$ cat src/rtl/periph_init_pkg.sv
// Shared types and constants for the boot-time peripheral init sequencer:
// the register-write table, AXI encodings and the FSM state type.
package periph_init_pkg;

  localparam int INIT_ENTRIES = 4;
  localparam int IDX_W        = (INIT_ENTRIES > 1) ? $clog2(INIT_ENTRIES) : 1;

  typedef struct packed {
    logic [15:0] offset;
    logic [31:0] data;
  } init_entry_t;

  localparam init_entry_t INIT_TABLE [INIT_ENTRIES] = '{
    '{offset: 16'h1004, data: 32'h0000_001B},  // UART baud divisor
    '{offset: 16'h1008, data: 32'h0000_0003},  // UART tx/rx enable
    '{offset: 16'h2000, data: 32'h0000_00FF},  // peripheral IRQ enable mask
    '{offset: 16'h2004, data: 32'h0000_0001}   // IRQ controller global enable
  };

  localparam logic [1:0] RESP_OKAY  = 2'b00;
  localparam logic [1:0] BURST_INCR = 2'b01;
  localparam logic [2:0] SIZE_4B    = 3'b010;

  typedef enum logic [2:0] {
    ST_IDLE,
    ST_ISSUE,
    ST_WAIT_B,
    ST_DONE,
    ST_FAIL
  } state_t;

endpackage

$ cat src/rtl/periph_init_if.sv
// AXI4 write-only channel bundle between the init sequencer (master) and
// one slave input of the peripheral crossbar.
interface periph_init_if;

  logic        aw_valid;
  logic        aw_ready;
  logic [3:0]  aw_id;
  logic [30:0] aw_addr;
  logic [7:0]  aw_len;
  logic [2:0]  aw_size;
  logic [1:0]  aw_burst;

  logic        w_valid;
  logic        w_ready;
  logic [31:0] w_data;
  logic [7:0]  w_strb;
  logic        w_last;

  logic        b_valid;
  logic        b_ready;
  logic [3:0]  b_id;
  logic [1:0]  b_resp;

  modport master (
    output aw_valid, aw_id, aw_addr, aw_len, aw_size, aw_burst,
    output w_valid, w_data, w_strb, w_last,
    output b_ready,
    input  aw_ready, w_ready, b_valid, b_id, b_resp
  );

  modport slave (
    input  aw_valid, aw_id, aw_addr, aw_len, aw_size, aw_burst,
    input  w_valid, w_data, w_strb, w_last,
    input  b_ready,
    output aw_ready, w_ready, b_valid, b_id, b_resp
  );

endinterface

$ cat src/rtl/periph_init_seq.sv
// Boot-time sequencer: walks INIT_TABLE issuing single-beat AXI4 writes and
// reports done/error. Define PERIPH_INIT_AUTOSTART_EN to self-start after reset.
module periph_init_seq
  import periph_init_pkg::*;
#(
  parameter logic [30:0] BASE_ADDR      = 31'h6000_0000,
  parameter logic [3:0]  AXI_ID         = 4'h0,
  parameter int          TIMEOUT_CYCLES = 1024
) (
  input  logic             clock,
  input  logic             resetn,
  input  logic             start,
  output logic             busy,
  output logic             done,
  output logic             error,
  output logic             err_timeout,
  output logic [IDX_W-1:0] err_index,
  periph_init_if.master    bus
);

  localparam int CNT_W = (TIMEOUT_CYCLES > 2) ? $clog2(TIMEOUT_CYCLES) : 1;

  state_t           state_q, state_d;
  logic [IDX_W-1:0] idx_q, idx_d;
  logic [CNT_W-1:0] cnt_q, cnt_d;
  logic             aw_valid_q, aw_valid_d;
  logic             w_valid_q, w_valid_d;
  logic [30:0]      aw_addr_q, aw_addr_d;
  logic [31:0]      w_data_q, w_data_d;
  logic             done_q, done_d;
  logic             error_q, error_d;
  logic             tmo_q, tmo_d;
  logic [IDX_W-1:0] eidx_q, eidx_d;
  logic             start_eff;
  logic             unused_b_id;

  assign unused_b_id = ^bus.b_id;

`ifdef PERIPH_INIT_AUTOSTART_EN
  // One-shot: high for exactly the first cycle after resetn is released.
  logic auto_pend_q;
  always_ff @(posedge clock or negedge resetn) begin
    if (!resetn) auto_pend_q <= 1'b1;
    else         auto_pend_q <= 1'b0;
  end
  assign start_eff = start | auto_pend_q;
`else
  assign start_eff = start;
`endif

  function automatic logic [30:0] entry_addr(input logic [IDX_W-1:0] i);
    return BASE_ADDR + {15'd0, INIT_TABLE[i].offset};
  endfunction

  always_comb begin
    // NOTE: every signal gets its hold value first so no path can infer a latch.
    state_d    = state_q;
    idx_d      = idx_q;
    cnt_d      = cnt_q;
    aw_valid_d = aw_valid_q;
    w_valid_d  = w_valid_q;
    aw_addr_d  = aw_addr_q;
    w_data_d   = w_data_q;
    done_d     = done_q;
    error_d    = error_q;
    tmo_d      = tmo_q;
    eidx_d     = eidx_q;

    unique case (state_q)
      ST_IDLE, ST_DONE, ST_FAIL: begin
        if (start_eff) begin
          state_d    = ST_ISSUE;
          idx_d      = '0;
          done_d     = 1'b0;
          error_d    = 1'b0;
          tmo_d      = 1'b0;
          eidx_d     = '0;
          aw_valid_d = 1'b1;
          w_valid_d  = 1'b1;
          aw_addr_d  = entry_addr('0);
          w_data_d   = INIT_TABLE[0].data;
        end
      end

      ST_ISSUE: begin
        // Each channel retires on its own handshake; leave once both have.
        if (bus.aw_ready) aw_valid_d = 1'b0;
        if (bus.w_ready)  w_valid_d  = 1'b0;
        if (!aw_valid_d && !w_valid_d) begin
          state_d = ST_WAIT_B;
          cnt_d   = '0;
        end
      end

      ST_WAIT_B: begin
        cnt_d = cnt_q + CNT_W'(1);
        if (bus.b_valid) begin
          if (bus.b_resp == RESP_OKAY) begin
            if (idx_q == IDX_W'(INIT_ENTRIES - 1)) begin
              state_d = ST_DONE;
              done_d  = 1'b1;
            end else begin
              state_d    = ST_ISSUE;
              idx_d      = idx_q + IDX_W'(1);
              aw_valid_d = 1'b1;
              w_valid_d  = 1'b1;
              aw_addr_d  = entry_addr(idx_d);
              w_data_d   = INIT_TABLE[idx_d].data;
            end
          end else begin
            state_d = ST_FAIL;
            error_d = 1'b1;
            tmo_d   = 1'b0;
            eidx_d  = idx_q;
          end
        end else if (cnt_q == CNT_W'(TIMEOUT_CYCLES - 1)) begin
          state_d = ST_FAIL;
          error_d = 1'b1;
          tmo_d   = 1'b1;
          eidx_d  = idx_q;
        end
      end

      default: state_d = ST_IDLE;
    endcase
  end

  always_ff @(posedge clock or negedge resetn) begin
    if (!resetn) begin
      state_q    <= ST_IDLE;
      idx_q      <= '0;
      cnt_q      <= '0;
      aw_valid_q <= 1'b0;
      w_valid_q  <= 1'b0;
      aw_addr_q  <= '0;
      w_data_q   <= '0;
      done_q     <= 1'b0;
      error_q    <= 1'b0;
      tmo_q      <= 1'b0;
      eidx_q     <= '0;
    end else begin
      // NOTE: non-blocking assignments so every register samples pre-edge values.
      state_q    <= state_d;
      idx_q      <= idx_d;
      cnt_q      <= cnt_d;
      aw_valid_q <= aw_valid_d;
      w_valid_q  <= w_valid_d;
      aw_addr_q  <= aw_addr_d;
      w_data_q   <= w_data_d;
      done_q     <= done_d;
      error_q    <= error_d;
      tmo_q      <= tmo_d;
      eidx_q     <= eidx_d;
    end
  end

  assign bus.aw_valid = aw_valid_q;
  assign bus.aw_id    = AXI_ID;
  assign bus.aw_addr  = aw_addr_q;
  assign bus.aw_len   = 8'd0;
  assign bus.aw_size  = SIZE_4B;
  assign bus.aw_burst = BURST_INCR;
  assign bus.w_valid  = w_valid_q;
  assign bus.w_data   = w_data_q;
  assign bus.w_strb   = 8'h0F;
  assign bus.w_last   = 1'b1;
  // FAIL keeps accepting responses so a late B beat cannot stall the crossbar.
  assign bus.b_ready  = (state_q == ST_WAIT_B) || (state_q == ST_FAIL);

  assign busy        = (state_q == ST_ISSUE) || (state_q == ST_WAIT_B);
  assign done        = done_q;
  assign error       = error_q;
  assign err_timeout = tmo_q;
  assign err_index   = eidx_q;

endmodule
$ cat src/flat_wrapper.sv
// flat-port wrapper written by rule: the top's interface ports become plain ports
module periph_init_seq_flat import periph_init_pkg::*;
#(
  parameter logic [30:0] BASE_ADDR      = 31'h6000_0000,
  parameter logic [3:0]  AXI_ID         = 4'h0,
  parameter int          TIMEOUT_CYCLES = 1024
)
  (clock, resetn, start, busy, done, error, err_timeout, err_index, bus_aw_valid, bus_aw_id, bus_aw_addr, bus_aw_len, bus_aw_size, bus_aw_burst, bus_w_valid, bus_w_data, bus_w_strb, bus_w_last, bus_b_ready, bus_aw_ready, bus_w_ready, bus_b_valid, bus_b_id, bus_b_resp);
  periph_init_if bus_i ();
  input  logic clock;
  input  logic resetn;
  input  logic start;
  output logic busy;
  output logic done;
  output logic error;
  output logic err_timeout;
  output logic [IDX_W-1:0] err_index;
  output wire logic [$bits(bus_i.aw_valid)-1:0] bus_aw_valid;
  output wire logic [$bits(bus_i.aw_id)-1:0] bus_aw_id;
  output wire logic [$bits(bus_i.aw_addr)-1:0] bus_aw_addr;
  output wire logic [$bits(bus_i.aw_len)-1:0] bus_aw_len;
  output wire logic [$bits(bus_i.aw_size)-1:0] bus_aw_size;
  output wire logic [$bits(bus_i.aw_burst)-1:0] bus_aw_burst;
  output wire logic [$bits(bus_i.w_valid)-1:0] bus_w_valid;
  output wire logic [$bits(bus_i.w_data)-1:0] bus_w_data;
  output wire logic [$bits(bus_i.w_strb)-1:0] bus_w_strb;
  output wire logic [$bits(bus_i.w_last)-1:0] bus_w_last;
  output wire logic [$bits(bus_i.b_ready)-1:0] bus_b_ready;
  input wire logic [$bits(bus_i.aw_ready)-1:0] bus_aw_ready;
  input wire logic [$bits(bus_i.w_ready)-1:0] bus_w_ready;
  input wire logic [$bits(bus_i.b_valid)-1:0] bus_b_valid;
  input wire logic [$bits(bus_i.b_id)-1:0] bus_b_id;
  input wire logic [$bits(bus_i.b_resp)-1:0] bus_b_resp;
  assign bus_aw_valid = bus_i.aw_valid;
  assign bus_aw_id = bus_i.aw_id;
  assign bus_aw_addr = bus_i.aw_addr;
  assign bus_aw_len = bus_i.aw_len;
  assign bus_aw_size = bus_i.aw_size;
  assign bus_aw_burst = bus_i.aw_burst;
  assign bus_w_valid = bus_i.w_valid;
  assign bus_w_data = bus_i.w_data;
  assign bus_w_strb = bus_i.w_strb;
  assign bus_w_last = bus_i.w_last;
  assign bus_b_ready = bus_i.b_ready;
  assign bus_i.aw_ready = bus_aw_ready;
  assign bus_i.w_ready = bus_w_ready;
  assign bus_i.b_valid = bus_b_valid;
  assign bus_i.b_id = bus_b_id;
  assign bus_i.b_resp = bus_b_resp;
  periph_init_seq #(.BASE_ADDR(BASE_ADDR), .AXI_ID(AXI_ID), .TIMEOUT_CYCLES(TIMEOUT_CYCLES)) u_core (.clock(clock), .resetn(resetn), .start(start), .busy(busy), .done(done), .error(error), .err_timeout(err_timeout), .err_index(err_index), .bus(bus_i));
endmodule
$ cat config.mk
export PLATFORM = sky130hd
export DESIGN_NAME = periph_init_seq_flat
export DESIGN_NICKNAME = d
export VERILOG_FILES = /design/src/rtl/periph_init_pkg.sv /design/src/rtl/periph_init_if.sv /design/src/rtl/periph_init_seq.sv /design/src/flat_wrapper.sv
export SDC_FILE = /design/constraint.sdc
export NUM_CORES = 1
export LEC_CHECK = 0
export ABC_AREA = 1
export CELL_PAD_IN_SITES_DETAIL_PLACEMENT = 1
export CELL_PAD_IN_SITES_GLOBAL_PLACEMENT = 1
export CORE_MARGIN = 5
export CORE_UTILIZATION = 28
export DETAILED_ROUTE_END_ITERATION = 12
export GPL_TIMING_DRIVEN = 0
export PLACE_DENSITY = 0.9
export SYNTH_ARGS = -nofsm -noshare
export SYNTH_HDL_FRONTEND = slang
export SYNTH_SLANG_ARGS = --single-unit
$ cat constraint.sdc
create_clock -name clock -period 1.9 [get_ports clock]
set_input_delay 0.19 -clock clock [delete_from_list [all_inputs] [get_ports clock]]
set_output_delay 0.19 -clock clock [all_outputs]
set_load 0.03 [all_outputs]
==> out/summary.txt <==
outcome = complete, no violations
commonest non-fill, non-tap cells in the layout = 84 x buf_4, 79 x nand2_1, 75 x conb_1
Worst-Skew Late Latency = 0.29 ns
wire per inst = 11.0 um
Detailed Route WL = 5600 um
CTS tree = yes
number of max-slew violations in the final report = 0
Starting Density = 28.9%
Power Density = 1280 mW/mm2
Starting DRT DRC Count = 71
Post-CTS Setup Bufs = 0
commonest non-fill, non-tap cell in the layout = buf_4
initial antenna violation count = 0
Die X = 99.2 um
non-filler cells, final = 509
vias in the first global route = 2,002
Setup CP Type = register to primary output
grt ovf = 0
top cell type by total area after synthesis = dfrtp_1
f_max = 548 MHz
Reg clk slew, reported paths = 0.07 ns
worst endpoint required time = 1.71 ns
Netlist Area Pre-Place = 0.00223 mm2
largest net degree at the start of global routing = 30
Cells after Synth = 295
top cell type's share of synthesized area = 32.5%
DR vias = 1,930
Final Hold Fails = 0
critical path capture point type = primary output
core area = 0.00773 mm2
fin worst setup slack = 0.0759 ns
post-route ant nets = 0
worst hold margin = 0.470 ns
synthesis-stage register bit count = 29
RSZ-0062 raised after global routing = no
Worst Tran Pin Value = 0.672 ns
placed instance area = 0.00293 mm2
PortBufs = 30
startpoint types = register
DR vias/cell = 3.79
Finish-stage setup viols = 0
min cycle time layout = 1.82 ns
layout cell share with drive strength beyond 1 = 27.0%
# IOs = 110
FP Rows = 32
Die ar. = 0.00985 mm2
routability-driven placement congestion ratio = 0.807
number of max-cap violations = 0
CTS HTree Levels = 2
first-pass GRT wire length = 9050 um
synth unique cells = 24
area grow syn2layout = 36.4%
n_diodes = 0
Power Total = 3.88 mW
Slew HR = 55.2%
worst min path class = register to register
CP max stage cell = dfrtp_1
Crit Path Max Fanout = 10
Sink Count = 29
Setup Skew = 0.00832 ns
critical path, cell by cell = inv_2 > nand3_2 > buf_4 > nand2_1 > clkdlybuf4s15_2
hpwl dp = 4540 um
Fillers = 993
GR Util All Layers = 11.2%
Avg Cell Area, Syn = 7.56 um2
clk buf depth = 2
dpl cells = 500
R2R setup slack = 0.24 ns
Nets = 423
Worst IR Drop VDD = 346 uV
Seq/Total Area, Yosys = 32.5%
Design Area, Final = 0.00304 mm2
Num CTS Buffers = 5
pre-CTS WS = -0.148 ns
Leakage = 1.74 nW
# DRC = 0
CTS Root Cell = clkbuf_8
Yosys warning count = 0
TritonRoute pass-1 iters = 4
CP arrival = 1.63 ns
main area contributors after synthesis = dfrtp_1 33%, buf_4 28%, nand2_1 13%
Final period util = 96.0%
die height = 99.2 um
Slowest Stage Delay on Critical Path = 0.45 ns
==> where the power goes <==
part	internal, mW	total (mW)	switching [mW]
Clock	0.327	0.573	0.246
Sequential	0.821	0.998	0.178
Combinational	0.803	2.31	1.51
Total	1.95	3.88	1.93
==> area by class of cell <==
cell class	count	area (um2)	share of cell area (%)
Buffer	85	642	21.1
Inverter	27	101	3.33
Clock buffer	7	96.3	3.17
Sequential cell	29	726	23.9
Clock inverter	1	5.00	0.165
Timing Repair Buffer	31	302	9.91
Multi-Input combinational cell	227	1040	34.3
Tap cell	102	128	4.20
==> path summary, 6_finish.rpt <==
| path | start | to | cells after the start |
|---|---|---|---|
| hold reg to reg | u_core.err_timeout | u_core.err_timeout | 2 |
| setup reg to reg | u_core.cnt_q[0] | u_core.state_q[2] | 8 |
| setup / recovery | u_core.state_q[2] | busy | 5 |
| min in group asynchronous | resetn | u_core.err_index[1] | 2 |
| max in group asynchronous | resetn | u_core.err_timeout | 2 |
| hold / removal | u_core.err_timeout | u_core.err_timeout | 2 |
==> sequential cells by signal, indices dropped and copies added (netlist names) <==
name / flops
u_core.bus.aw_addr: 5
u_core.bus.aw_valid: 1
u_core.bus.w_data: 3
u_core.bus.w_valid: 1
u_core.cnt_q: 10
u_core.done: 1
u_core.err_index: 2
u_core.err_timeout: 1
u_core.error: 1
u_core.idx_q: 1
u_core.state_q: 3
==> metrics by stage <==
step	util (%)	TNS [ns]
floorplan	-	0
global placement	37.9	-0.178
detailed placement	37.9	-0.235
CTS	39.3	0
global route	39.4	0
finish	39.4	0
==> cells by family after synthesis <==
group / count (synthesis) / synth area share, %
and+or+nand+nor: 125 / 25.9
buffers and inverters: 112 / 33.2
DFF: 29 / 32.5
xor gates and xnor gates: 1 / 0.393
AOI/OAI and AO/OA: 21 / 4.83
adders and majority gates: 5 / 2.81
other: 2 / 0.337
==> metal layers <==
metal,global-route usage [%],up-vias,wire [um]
met3,2.73,9,326
met5,0,-,0
met1,11.8,883,2190
met4,3.89,0,81
met2,21.5,60,3000
li1,-,978,-
==> what timing repair did <==
item,in CTS,in global routing
hold buffers,0,1
endpoints found under the setup margin,2,0
gates resized for setup,11,0
hold endpoints to repair,0,29
==> worst max-delay path, delay by kind of cell, from the launching register on <==
family                 cells  cell delay, ns
buffers and inverters      3            0.65
DFF                        1            0.45
and+or+nand+nor            2            0.24
==> synth_stat cells <==
library cell	instances
nand3_1	12
o21ai_1	1
o211ai_1	1
buf_6	1
nand3_2	3
o21ai_0	12
ha_1	5
nand4_1	6
dfrtp_1	29
nand4_4	1
buf_4	83
nor3_1	1
nand2_4	1
nor2_4	3
nor2_1	15
nand2_2	3
a21oi_1	7
conb_1	2
inv_2	1
inv_1	26
nor2_2	1
nand2_1	79
xor2_1	1
buf_2	1
Note: power is estimated with default switching activity, not from simulation.
